--- src/rtl/pc_pkg.sv ---
// Shared opcode and PC-source encodings for the PC sequencer and its return stack.
package pc_pkg;

   localparam logic [3:0] OP_BGT  = 4'b1000;
   localparam logic [3:0] OP_BLT  = 4'b1001;
   localparam logic [3:0] OP_BEQ  = 4'b1010;
   localparam logic [3:0] OP_BNE  = 4'b1011;
   localparam logic [3:0] OP_JMP  = 4'b1100;
   localparam logic [3:0] OP_CALL = 4'b1101;
   localparam logic [3:0] OP_RET  = 4'b1110;

   localparam logic [1:0] PCSRC_SEQ = 2'b00;
   localparam logic [1:0] PCSRC_JMP = 2'b01;
   localparam logic [1:0] PCSRC_BR  = 2'b10;
   localparam logic [1:0] PCSRC_RET = 2'b11;

   // Signed compares share flags, so the mode bit plays no part here.
   function automatic logic cond_taken(input logic [3:0] op, input logic zero,
                                       input logic negative, input logic overflow);
      logic taken;
      taken = 1'b0;
      case (op)
         OP_BGT:  taken = !zero && (negative == overflow);
         OP_BLT:  taken = negative != overflow;
         OP_BEQ:  taken = zero;
         OP_BNE:  taken = !zero;
         default: taken = 1'b0;
      endcase
      return taken;
   endfunction

endpackage

--- src/rtl/ras_stack.sv ---
// Return-address ring stack: pushes past full overwrite the oldest entry,
// pops while empty leave the pointer alone. Event outputs flag both cases.
module ras_stack #(
   parameter int unsigned DEPTH = 8,
   parameter int unsigned W     = 16
) (
   input  logic         clk_i,
   input  logic         rst_i,
   input  logic         push_i,
   input  logic         pop_i,
   input  logic [W-1:0] data_i,
   output logic [W-1:0] top_o,
   output logic         empty_o,
   output logic         full_o,
   output logic         ovf_evt_o,
   output logic         unf_evt_o
);

   localparam int unsigned PtrW = $clog2(DEPTH);
   localparam int unsigned CntW = $clog2(DEPTH + 1);

   logic [W-1:0]    mem_q [DEPTH];
   logic [PtrW-1:0] top_q, top_d, wr_ptr;
   logic [CntW-1:0] cnt_q, cnt_d;

   assign wr_ptr    = top_q + PtrW'(1);
   assign empty_o   = (cnt_q == '0);
   assign full_o    = (cnt_q == CntW'(DEPTH));
   assign top_o     = mem_q[top_q];
   assign ovf_evt_o = push_i & full_o;
   assign unf_evt_o = pop_i & empty_o;

   always_comb begin
      top_d = top_q;
      cnt_d = cnt_q;
      if (push_i) begin
         top_d = wr_ptr;
         if (!full_o) cnt_d = cnt_q + CntW'(1);
      end else if (pop_i && !empty_o) begin
         top_d = top_q - PtrW'(1);
         cnt_d = cnt_q - CntW'(1);
      end
   end

   // Top starts one below slot 0 so the first push lands at index 0.
   always_ff @(posedge clk_i or posedge rst_i) begin
      if (rst_i) begin
         top_q <= PtrW'(DEPTH - 1);
         cnt_q <= '0;
      end else begin
         top_q <= top_d;
         cnt_q <= cnt_d;
      end
   end

   always_ff @(posedge clk_i) begin
      if (push_i) mem_q[wr_ptr] <= data_i;
   end

endmodule

--- src/rtl/pc_sequencer.sv ---
// Program-counter sequencer: branch condition decode, next-PC mux, PC register,
// hardware return stack for CALL/RET and sticky stack error flags.
module pc_sequencer
   import pc_pkg::*;
#(
   parameter int unsigned  PC_W        = 16,
   parameter int unsigned  INSTR_BYTES = 2,
   parameter int unsigned  RAS_DEPTH   = 8,
   parameter logic [PC_W-1:0] RESET_PC = '0
) (
   input  logic            clk_i,
   input  logic            rst_i,
   input  logic            pc_we_i,
   input  logic [3:0]      op_i,
   input  logic            m_i,
   input  logic            branch_i,
   input  logic            zero_i,
   input  logic            negative_i,
   input  logic            carry_i,
   input  logic            overflow_i,
   input  logic [PC_W-1:0] branch_target_i,
   input  logic [PC_W-1:0] jump_target_i,
   input  logic            err_clr_i,
   output logic [PC_W-1:0] pc_o,
   output logic [PC_W-1:0] pc_next_o,
   output logic [1:0]      pc_src_o,
   output logic            ras_empty_o,
   output logic            ras_full_o,
   output logic            ras_ovf_o,
   output logic            ras_unf_o
);

   logic [PC_W-1:0] pc_q, pc_seq, ras_top;
   logic            taken, push, pop, ovf_evt, unf_evt;
   logic            ras_ovf_q, ras_ovf_d, ras_unf_q, ras_unf_d;
   logic            unused_inputs;

   assign unused_inputs = m_i ^ carry_i;

   assign pc_seq = pc_q + PC_W'(INSTR_BYTES);
   assign taken  = branch_i && cond_taken(op_i, zero_i, negative_i, overflow_i);
   assign push   = pc_we_i && (op_i == OP_CALL);
   assign pop    = pc_we_i && (op_i == OP_RET);

   always_comb begin
      pc_src_o  = PCSRC_SEQ;
      pc_next_o = pc_seq;
      if (rst_i) begin
         pc_src_o  = PCSRC_SEQ;
      end else if (taken) begin
         pc_src_o  = PCSRC_BR;
         pc_next_o = branch_target_i;
      end else if ((op_i == OP_JMP) || (op_i == OP_CALL)) begin
         pc_src_o  = PCSRC_JMP;
         pc_next_o = jump_target_i;
      end else if ((op_i == OP_RET) && !ras_empty_o) begin
         pc_src_o  = PCSRC_RET;
         pc_next_o = ras_top;
      end
   end

   ras_stack #(
      .DEPTH (RAS_DEPTH),
      .W     (PC_W)
   ) u_ras (
      .clk_i     (clk_i),
      .rst_i     (rst_i),
      .push_i    (push),
      .pop_i     (pop),
      .data_i    (pc_seq),
      .top_o     (ras_top),
      .empty_o   (ras_empty_o),
      .full_o    (ras_full_o),
      .ovf_evt_o (ovf_evt),
      .unf_evt_o (unf_evt)
   );

   // A new error event on the same edge as err_clr keeps the flag set.
   always_comb begin
      ras_ovf_d = err_clr_i ? 1'b0 : ras_ovf_q;
      ras_unf_d = err_clr_i ? 1'b0 : ras_unf_q;
      if (ovf_evt) ras_ovf_d = 1'b1;
      if (unf_evt) ras_unf_d = 1'b1;
   end

   always_ff @(posedge clk_i or posedge rst_i) begin
      if (rst_i) begin
         pc_q      <= RESET_PC;
         ras_ovf_q <= 1'b0;
         ras_unf_q <= 1'b0;
      end else begin
         if (pc_we_i) pc_q <= pc_next_o;
         ras_ovf_q <= ras_ovf_d;
         ras_unf_q <= ras_unf_d;
      end
   end

   assign pc_o      = pc_q;
   assign ras_ovf_o = ras_ovf_q;
   assign ras_unf_o = ras_unf_q;

endmodule

--- config.mk ---
export PLATFORM = sky130hd
export DESIGN_NAME = pc_sequencer
export DESIGN_NICKNAME = d
export VERILOG_FILES = /design/src/rtl/pc_pkg.sv /design/src/rtl/ras_stack.sv /design/src/rtl/pc_sequencer.sv
export SDC_FILE = /design/constraint.sdc
export NUM_CORES = 1
export LEC_CHECK = 0
export ABC_AREA = 1
export BUFFER_PORTS_ARGS = -buffer_cell sky130_fd_sc_hd__buf_2
export CELL_PAD_IN_SITES_DETAIL_PLACEMENT = 1
export CELL_PAD_IN_SITES_GLOBAL_PLACEMENT = 1
export CORE_MARGIN = 3
export CORE_UTILIZATION = 47
export CTS_BUF_LIST = sky130_fd_sc_hd__clkbuf_2 sky130_fd_sc_hd__clkbuf_4 sky130_fd_sc_hd__clkbuf_8
export CTS_CLUSTER_SIZE = 24
export DETAILED_ROUTE_END_ITERATION = 7
export PLACE_DENSITY = 0.93
export SLEW_MARGIN = 20
export SYNTH_ARGS = -nofsm -noshare
export SYNTH_HDL_FRONTEND = slang
export SYNTH_HIERARCHICAL = 1
export SYNTH_SLANG_ARGS = --single-unit
--- constraint.sdc ---
create_clock -name clk_i -period 3.3 [get_ports clk_i]
set_input_delay 0.66 -clock clk_i [delete_from_list [all_inputs] [get_ports clk_i]]
set_output_delay 0.66 -clock clk_i [all_outputs]
set_load 0.005 [all_outputs]
==> flow_metrics.tcl <==
set metrics [dict create \
    fin_crit_sh 1.04 \
    peakVddDrop_mv 0.304 \
    drive_gt1_frac 0.271 \
    n_antenna_cell 0 \
    violations "setup timing" \
    final_max_slew_viol_count 0 \
    syn_area_sq_mm 0.00757 \
    route.detailed.vias_per_inst 6.66 \
    run_status "finished, violations left" \
    drcViolationCount 0 \
    x_dimension_of_the_die_um 133 \
    first_global_vias 7495 \
    cts.htree.levels 4 \
    p_switching_w 0.00339 \
    clock_latency_ns 0.48 \
    power_density_mw_per_mm2 818 \
    met2_usage 0.552 \
    fp.dieH_um 133 \
    floorplan.io_pins 84 \
    grt_max_degree 67 \
    power_frac_seq 0.337 \
    layout.cells.most_common_list "nand2_1 (176), edfxtp_1 (128), nor2_1 (121)" \
    critical_path.startpoint "u_ras/top_q[0]$_DFFE_PP1P_" \
    final_period_minus_worst_setup_slack_ns 3.45 \
    path_delay_family "simple AND/OR/NAND/NOR gates" \
    routability_congestion_estimate 0.797 \
    yosysSeqAreaShare 0.591 \
    gr-max-usage-layer "met2" \
    count_of_endpoints_failing_setup_in_the_final_report 10 \
    synthesis.instances 799 \
    r2r-start "u_ras/top_q[0]$_DFFE_PP1P_" \
    grt_antenna_before_repair 1 \
    global_route.usage.met3 0.0665 \
    cts_inserted_buffers 17 \
    grt_first_pass_wirelength_um 44500 \
    root_buffer "clkbuf_8" \
    placement.io_buffers 81 \
    avgRoutedWirePerCell_um 29.8 \
    finalClockSkew_ns 0.0237 \
    setup.worst_path.start_class "register" \
    area_delta_synth_final_pct 20.8 \
    pwr-share-comb 0.467 \
    synth_enable_flop_cells 128 \
    cts_tree "built" \
    rsz0062_at_grt "yes" \
    drt_wl_total_um 34000 \
    end_kind "output pin" \
    cts_hold_buf 0 \
    cts_buffer_depth 2 \
    post-route-worst-setup-slack_ns -0.146 \
    timing_worst_setup_path_type "register to output pin" \
    synthesized_net_count 851 \
    gr-total-overflow 0 \
    worst_path_max_delay_cell "dfstp_2" \
    min_path_type "input port to async pin" \
    global_route_met1_usage 0.408 \
    maxSlewHeadroom 0.390 \
    vias 7592 \
    cp_max_fo 9 \
    drtPass1Iterations 6 \
    detail_route.iter0.violations 1221 \
    cts_num_sinks 153 \
    core_area_sq_mm 0.0155 \
    drv.max_cap_violation_count 0 \
    nNetsFinal 968 \
    clockPowerShare 0.196 \
    critPathArrivalTime_ns 2.79 \
    data_required_time_of_the_worst_path_ns 2.64 \
    synthArstFlopShare 0.163 \
    synthesis.yosys.warnings 6 \
    stdcell_count 1140 \
    total_power_w 0.00749 \
    clk_pin_slew_ns 0.09 \
    tightestPinTransition_ns 0.913 \
    yosys_most_used_dff "edfxtp_1" \
    post_synth_num_cell_types 39 \
    hpwlAfterDp_um 16100 \
    leakage_nw 3.78 \
    area_of_the_die_sq_mm 0.0177 \
    starting_utilization_of_the_core_area 0.489 \
    core.rowCount 45 \
    max_freq_mhz 290 \
    worstPathBufferInverterCount 3 \
    timing.critical_path.slowest_cell_delay_ns 0.63 \
    timing.final.hold_violations 0 \
    internal_power_w 0.00411 \
    crit_path_cell_trace "buf_6, buf_16, nor2_1, nor2_1, o21ai_1, o21ai_1, nand2_1, nand2_2, nand3_1, nand3_2, nand3_1, nand2_1, buf_2" \
    final_core_util 0.591 \
    antenna_left 0 \
    yosys_register_bits 153 \
    place.detailed.instances 1085 \
    switching_share 0.452 \
    syn_area_per_cell_sq_um 9.48 \
    grt_use_total 0.332 \
    most_common_cell_after_layout_fill_and_taps_aside "nand2_1" \
]
stage by stage:
stage	instance area [sq um]	setup slack (ns)	hold slack, ns	setup TNS, ns
after floorplan	7570	0.803	0.461	0
after CTS	8810	-0.0568	0.204	-0.0568
final	9150	-0.146	0.242	-0.586
after detailed placement	8330	0.387	0.528	0
after global routing	9150	-0.210	0.232	-1.54
after global placement	8330	0.476	0.506	0
area by class of cell:
cell class / instances / area, sq um
Timing Repair Buffer: 137 / 1030
Clock inverter: 13 / 125
Sequential cell: 153 / 4480
Clock buffer: 19 / 249
Multi-Input combinational cell: 561 / 2830
Tap cell: 211 / 264
Inverter: 46 / 178
Fill cell: 1715 / 6330
power by group through the flow:
stage / sequential [W] / combinational (W) / clock (W)
after global routing: 0.00253 / 0.00360 / 0.00153
final: 0.00253 / 0.00350 / 0.00147
after CTS: 0.00250 / 0.00275 / 0.00140
after floorplan: 0.00248 / 0.00161 / 0
after detailed placement: 0.00255 / 0.00240 / 0
after global placement: 0.00253 / 0.00220 / 0
worst reg2reg max path, cell delays in order, from the launching register on:
cell	delay, ns
dfstp_2	0.63
buf_6	0.17
buf_4	0.13
clkbuf_16	0.17
ha_1	0.21
xnor2_1	0.16
inv_1	0.12
nand2_1	0.09
nor2_1	0.50
buf_12	0.26
worst paths after layout:
path	slack [ns]	end	cells after the start
max in group asynchronous	2.13	pc_o[9]$_DFFE_PP0P_	3
setup / recovery	-0.15	pc_next_o[14]	13
setup reg to reg	0.56	u_ras/mem_q[5][6]$_DFFE_PP_	9
hold / removal	0.24	u_ras/cnt_q[2]$_DFFE_PP0P_	2
min in group clk_i	0.44	ras_ovf_o$_DFFE_PP0P_	2
hold reg to reg	0.61	ras_ovf_o$_DFFE_PP0P_	2
cell usage after synthesis (7+ instances only):
cell | instances | share of area
nand2_1 | 188 | 0.093
edfxtp_1 | 128 | 0.51
nor2_1 | 124 | 0.061
nand3_1 | 61 | 0.040
o21ai_0 | 61 | 0.040
o21ai_1 | 47 | 0.031
inv_1 | 42 | 0.021
dfrtp_1 | 22 | 0.073
buf_2 | 18 | 0.012
nand2_2 | 11 | 0.0091
nand3b_1 | 10 | 0.0099
clkbuf_1 | 8 | 0.0040
buf_6 | 7 | 0.010
cells by family after synthesis:
logic type      share of synthesized area
flops                               0.591
xor+xnor                           0.0149
fa+ha+maj                          0.0109
buf+inv                            0.0547
compound gates                     0.0808
simple gates                        0.248
flip-flops by register name, summed over array words and instances, names as in the netlist:
signal / count
u_ras/mem_q: 128
u_ras/top_q: 3
pc_o: 16
ras_ovf_o: 1
u_ras/cnt_q: 4
ras_unf_o: 1
what timing repair did:
item	CTS	global route
gates cloned	2	3
gates resized for setup	15	65
endpoints found under the hold margin	0	0
pin swaps	0	22
setup buffers	4	15
setup endpoints to repair	14	16
layer usage:
layer  wire [um]  share of wire
met5           9        0.00026
met1       11200           0.33
met4        2470          0.073
met3        4440           0.13
met2       15900           0.47
(Power assumes the default switching activity.)
